File: src/rtl/alu_seq.sv
// Registered ALU with base and extended opcode banks; MUL runs as a WIDTH-cycle
// shift-add sequence behind a start/busy/done handshake.
module alu_seq #(
  parameter int WIDTH = 8
) (
  input  logic             clk,
  input  logic             rst,
  input  logic             start,
  input  logic [3:0]       opcode,
  input  logic [WIDTH-1:0] in_a,
  input  logic [WIDTH-1:0] in_b,
  output logic [WIDTH-1:0] out,
  output logic             is_zero,
  output logic             carry,
  output logic             busy,
  output logic             done
);

  localparam int SHW = $clog2(WIDTH);
  localparam int CW  = $clog2(WIDTH + 1);
  localparam logic [CW-1:0] CNT_INIT = CW'(WIDTH);
  localparam logic [CW-1:0] CNT_ONE  = CW'(1);

  typedef enum logic {IDLE, MUL_RUN} state_t;

  state_t             state;
  logic [CW-1:0]      count;
  logic [WIDTH-1:0]   b_reg;
  logic [2*WIDTH-1:0] a_sh;
  logic [2*WIDTH-1:0] prod;
  logic [2*WIDTH-1:0] prod_next;

  logic [WIDTH-1:0]   res;
  logic               res_c;
  logic               is_mul;
  logic [SHW-1:0]     sh;
  logic [WIDTH:0]     sum;
  logic [WIDTH:0]     shl_v;
  logic [WIDTH:0]     shr_v;

  // One guard bit beyond the operand catches the last bit shifted out.
  always_comb begin
    sh     = in_b[SHW-1:0];
    sum    = '0;
    shl_v  = {1'b0, in_a} << sh;
    shr_v  = {in_a, 1'b0} >> sh;
    res    = in_a;
    res_c  = 1'b0;
    is_mul = 1'b0;
    casez (opcode)
      4'b0010: begin
        sum   = {1'b0, in_a} + {1'b0, in_b};
        res   = sum[WIDTH-1:0];
        res_c = sum[WIDTH];
      end
      4'b0011: res = in_a & in_b;
      4'b0100: res = in_a ^ in_b;
      4'b0101: res = in_b;
      4'b1?00: begin
        res   = in_a - in_b;
        res_c = (in_a < in_b);
      end
      4'b1?01: is_mul = 1'b1;
      4'b1?10: begin
        res   = shl_v[WIDTH-1:0];
        res_c = shl_v[WIDTH];
      end
      4'b1?11: begin
        res   = shr_v[WIDTH:1];
        res_c = shr_v[0];
      end
      default: ;
    endcase
  end

  assign prod_next = prod + (b_reg[0] ? a_sh : '0);

  always_ff @(posedge clk or posedge rst) begin
    if (rst) begin
      state   <= IDLE;
      count   <= '0;
      b_reg   <= '0;
      a_sh    <= '0;
      prod    <= '0;
      out     <= '0;
      is_zero <= 1'b1;
      carry   <= 1'b0;
      busy    <= 1'b0;
      done    <= 1'b0;
    end else begin
      done <= 1'b0;
      case (state)
        IDLE: begin
          if (start) begin
            if (is_mul) begin
              a_sh  <= {{WIDTH{1'b0}}, in_a};
              b_reg <= in_b;
              prod  <= '0;
              count <= CNT_INIT;
              busy  <= 1'b1;
              state <= MUL_RUN;
            end else begin
              out     <= res;
              is_zero <= (res == '0);
              carry   <= res_c;
              done    <= 1'b1;
            end
          end
        end
        MUL_RUN: begin
          prod  <= prod_next;
          a_sh  <= a_sh << 1;
          b_reg <= b_reg >> 1;
          count <= count - CNT_ONE;
          if (count == CNT_ONE) begin
            out     <= prod_next[WIDTH-1:0];
            is_zero <= (prod_next[WIDTH-1:0] == '0);
            carry   <= |prod_next[2*WIDTH-1:WIDTH];
            busy    <= 1'b0;
            done    <= 1'b1;
            state   <= IDLE;
          end
        end
      endcase
    end
  end

endmodule

File: config.mk
export PLATFORM = sky130hd
export DESIGN_NAME = alu_seq
export DESIGN_NICKNAME = d
export VERILOG_FILES = /design/src/rtl/alu_seq.sv
export SDC_FILE = /design/constraint.sdc
export NUM_CORES = 1
export LEC_CHECK = 0
export CORE_MARGIN = 2
export CORE_UTILIZATION = 60
export CTS_BUF_LIST = sky130_fd_sc_hd__clkbuf_16
export DETAILED_ROUTE_END_ITERATION = 8
export PLACE_DENSITY = 0.9
export SLEW_MARGIN = 20
export SYNTH_ARGS = -nofsm -noshare
export SYNTH_HDL_FRONTEND = slang
export SYNTH_SLANG_ARGS = --single-unit
File: constraint.sdc
create_clock -name clk -period 3.5 [get_ports clk]
set_clock_uncertainty 0.05 [all_clocks]
set_input_delay 0.525 -clock clk [delete_from_list [all_inputs] [get_ports clk]]
set_output_delay 0.525 -clock clk [all_outputs]
set_load 0.03 [all_outputs]
==> parameters.txt <==
Parameter                              Value

Layout
  P&R area growth vs syn    21.3%
  Share of cells above drive strength 1    13.9%
  Fill count    596
  Total number of nets in the final design    727
  Storage element area    1430 sq um
  Utilization of the core after routing    74.2%
  Antenna diode instance count    0
  Multi-input combinational cell area    3310 sq um
  Non-filler instance count after layout    776
  Top Registers    a_sh: 16 flops, prod: 16 flops

Power
  Maximum vdd drop    301 uV
  Power share of the combinational group    45.1%
  Internal power    0.00209 W
  Clk pwr share    24.2%
  Power dissipated by switching net loads    0.00147 W
  Standby leakage power    2.74 nW
  Total power    0.00355 W
  Switching share of power    41.3%
  Pwr dens    589 nW/um^2
  Relative contribution of sequential cells to total power    30.7%

Critical path
  Category of the worst setup path launch point    flip-flop
  Setup crit end kind    flip-flop
  Critical path required time    3.64 ns
  Critical path class    reg2reg
  Critical path fanouts, max    3
  Reg-to-reg startpoint    b_reg[0]
  Data arrival time of the worst path    3.49 ns
  First element of the critical path    b_reg[0]

STA
  F_max    299 MHz
  Headroom to the max-slew limit    38.9%
  Hold Slack    0.426 ns
  RSZ-0062 raised after global routing    false
  Shortest period the worst path allows    3.35 ns
  Number of failing setup endpoints in the final timing report    0
  Worst slew pin tran    0.905 ns
  Period utilization    95.7%
  Fin. max-slew vios    0
  Hold Vio Cnt, Final    0
  Final total negative setup slack    0 ns

Drt
  DRT Pass-1 Iters    7
  Top routing layer in use    met4
  Met3 wire length    1.09 mm
  Detail Route Antenna Nets    0
  First-iteration detailed-routing DRC count    426
  DRC violations left    0
  Routed via count    4,953
  Total met2 wirelength after detailed routing    6.84 mm
  Post-Route WL    14.8 mm
  Detailed-route wire length per cell    19.1 um
  Met1 Routed Length    6.56 mm
  Vias per cell    6.38

Die
  Area of the core    8130 sq um
  Ports placed on the boundary    35
  Starting density of the core    61.2%
  Die boundary height    95.1 um
  Chip width    95.1 um
  Die Area    9040 sq um
  Number of cell rows    33

Clock network
  Cts-stage hold buffer count    0
  CTS tree    done
  Clk Latency, worst-skew pair    0.34 ns
  Number of sinks handled by clock tree synthesis    57
  Clk Tree Root Cell    sky130_fd_sc_hd__clkbuf_16
  Number of buffers created by CTS    9
  Clock Pin Slew Worst Setup and Hold Paths    0.05 ns
  Depth of the CTS H-tree    3
  Clock Path Buffers    2

Synth
  Synth top cells by count    sky130_fd_sc_hd__nand2_1 (90), sky130_fd_sc_hd__o21ai_0 (59), sky130_fd_sc_hd__dfrtp_1 (56)
  Synth Warn #    0
  Largest cells by area after synthesis    sky130_fd_sc_hd__dfrtp_1 (28%), sky130_fd_sc_hd__ha_1 (8.8%), sky130_fd_sc_hd__nand2_1 (6.8%), sky130_fd_sc_hd__o21ai_0 (5.9%), sky130_fd_sc_hd__mux4_2 (4.1%)
  Synthesized Nets    664
  Post-synthesis area per instance    8.25 sq um
  Cell type with the highest aggregate area in the netlist    sky130_fd_sc_hd__dfrtp_1
  Yosys cell types    73
  Synth top area share    28.2%
  Share of flip-flops with an asynchronous set or reset after synthesis    100%
  Commonest register cell after synthesis    sky130_fd_sc_hd__dfrtp_1
  FF+latch count, synth    57
  Sequential area share after synthesis    28.7%
  Synth Cell Area    4970 sq um
  Number of enable-type register cells in the synthesized netlist    0
  Most frequently used cell type in the post-synthesis netlist    sky130_fd_sc_hd__nand2_1
  Gate count after technology mapping    603

Global routing
  Overall overflow remaining after global route    0
  Pin count of the biggest net entering global routing    65
  Via count of the first global-routing pass    4,561
  Overall global routing resource usage    34.2%
  First-pass GRT wire length    23.4 mm
  Initial antenna violation count    0

Hold path
  Hold Crit Start    out[0]
  Kind of path behind the tightest hold check    reg2reg

Flow run
  Number of max-capacitance violations reported    0

Placement
  Input/output buffers    34
  Number of placed cells counting well taps    760
  Final HPWL from detailed placement    11.0 mm
  Routability cong.    0.973

Outcome
  Result of the run    finished, final reports clean
==> what timing repair did <==
item                                    4_1_cts  5_1_grt
gates resized for setup                       0        5
buffers inserted                              0        0
endpoints found under the setup margin        0        3
==> final cells by class <==
type                    instances  share of cell area [%]
multi-input cells             483                    54.9
clock buffers                   9                    3.73
repair buffers                 87                    12.7
flip-flops and latches         57                    23.7
well taps                     105                    2.18
clock inverters                 7                    1.06
inverters                      28                    1.74
==> cells in the final DEF (no fill, tap or decap), types with 13 or more instances in the layout <==
| cell type | instances |
|---|---|
| sky130_fd_sc_hd__nor3_1 | 14 |
| sky130_fd_sc_hd__nand2_1 | 90 |
| sky130_fd_sc_hd__ha_1 | 35 |
| sky130_fd_sc_hd__nor2_1 | 38 |
| sky130_fd_sc_hd__o22ai_1 | 13 |
| sky130_fd_sc_hd__o21ai_0 | 59 |
| sky130_fd_sc_hd__dfrtp_1 | 55 |
| sky130_fd_sc_hd__and2_1 | 16 |
| sky130_fd_sc_hd__a21oi_1 | 30 |
| sky130_fd_sc_hd__mux2i_1 | 20 |
| sky130_fd_sc_hd__clkdlybuf4s50_1 | 34 |
| sky130_fd_sc_hd__buf_4 | 50 |
| sky130_fd_sc_hd__inv_1 | 25 |
==> through the flow <==
step	setup WS [ns]	area, sq um
final	0.152	6030
after global routing	0.00342	6030
after CTS	0.109	6010
after detailed placement	-0.210	5720
after global placement	-0.176	5720
after floorplan	0.344	4970
==> cell families (layout without fill, tap and decap cells) <==
logic type	Yosys count	after routing	share of synthesized area [%]
compound gates	188	188	24.5
mux	29	29	8.10
xor+xnor	17	17	2.99
buf+inv	63	131	5.18
fa+ha+maj	38	38	10.0
simple gates	211	211	20.5
flops	57	57	28.7
==> power groups by stage <==
| stage | clock network, W | logic (W) | registers, W |
|---|---|---|---|
| finish | 0.000860 | 0.00160 | 0.00109 |
| global route | 0.000898 | 0.00176 | 0.00112 |
| CTS | 0.000865 | 0.00158 | 0.00109 |
| detailed placement | 0 | 0.00156 | 0.00110 |
| global placement | 0 | 0.00150 | 0.00108 |
| floorplan | 0 | 0.000950 | 0.00116 |
==> final timing paths <==
check / end / slack, ns / cells past startpoint
max in group asynchronous: state / 2.23 / 3
max reg2reg: carry / 0.15 / 11
min in group asynchronous: prod[13] / 0.65 / 3
min reg2reg: out[0] / 0.43 / 2
max: carry / 0.15 / 11
min: out[0] / 0.43 / 2
==> metal layers <==
layer	vias up	GRT usage, %
li1	2328	-
met1	2363	48.5
met2	236	53.9
met3	26	5.30
met4	0	10.7
met5	-	0
==> critical path, cell delays in order, from the launching register on <==
cell                        delay [ns]
sky130_fd_sc_hd__dfrtp_1          0.37
sky130_fd_sc_hd__and2_1           0.19
sky130_fd_sc_hd__ha_1             0.24
sky130_fd_sc_hd__fa_1             0.47
sky130_fd_sc_hd__a211oi_2         0.28
sky130_fd_sc_hd__o21ai_1          0.15
sky130_fd_sc_hd__a2111oi_0        0.43
sky130_fd_sc_hd__nor3_1           0.19
sky130_fd_sc_hd__a41o_1           0.26
sky130_fd_sc_hd__a21oi_1          0.17
sky130_fd_sc_hd__xor2_1           0.25
sky130_fd_sc_hd__a41oi_1          0.16
No activity file was read; power rests on OpenSTA's default activity.
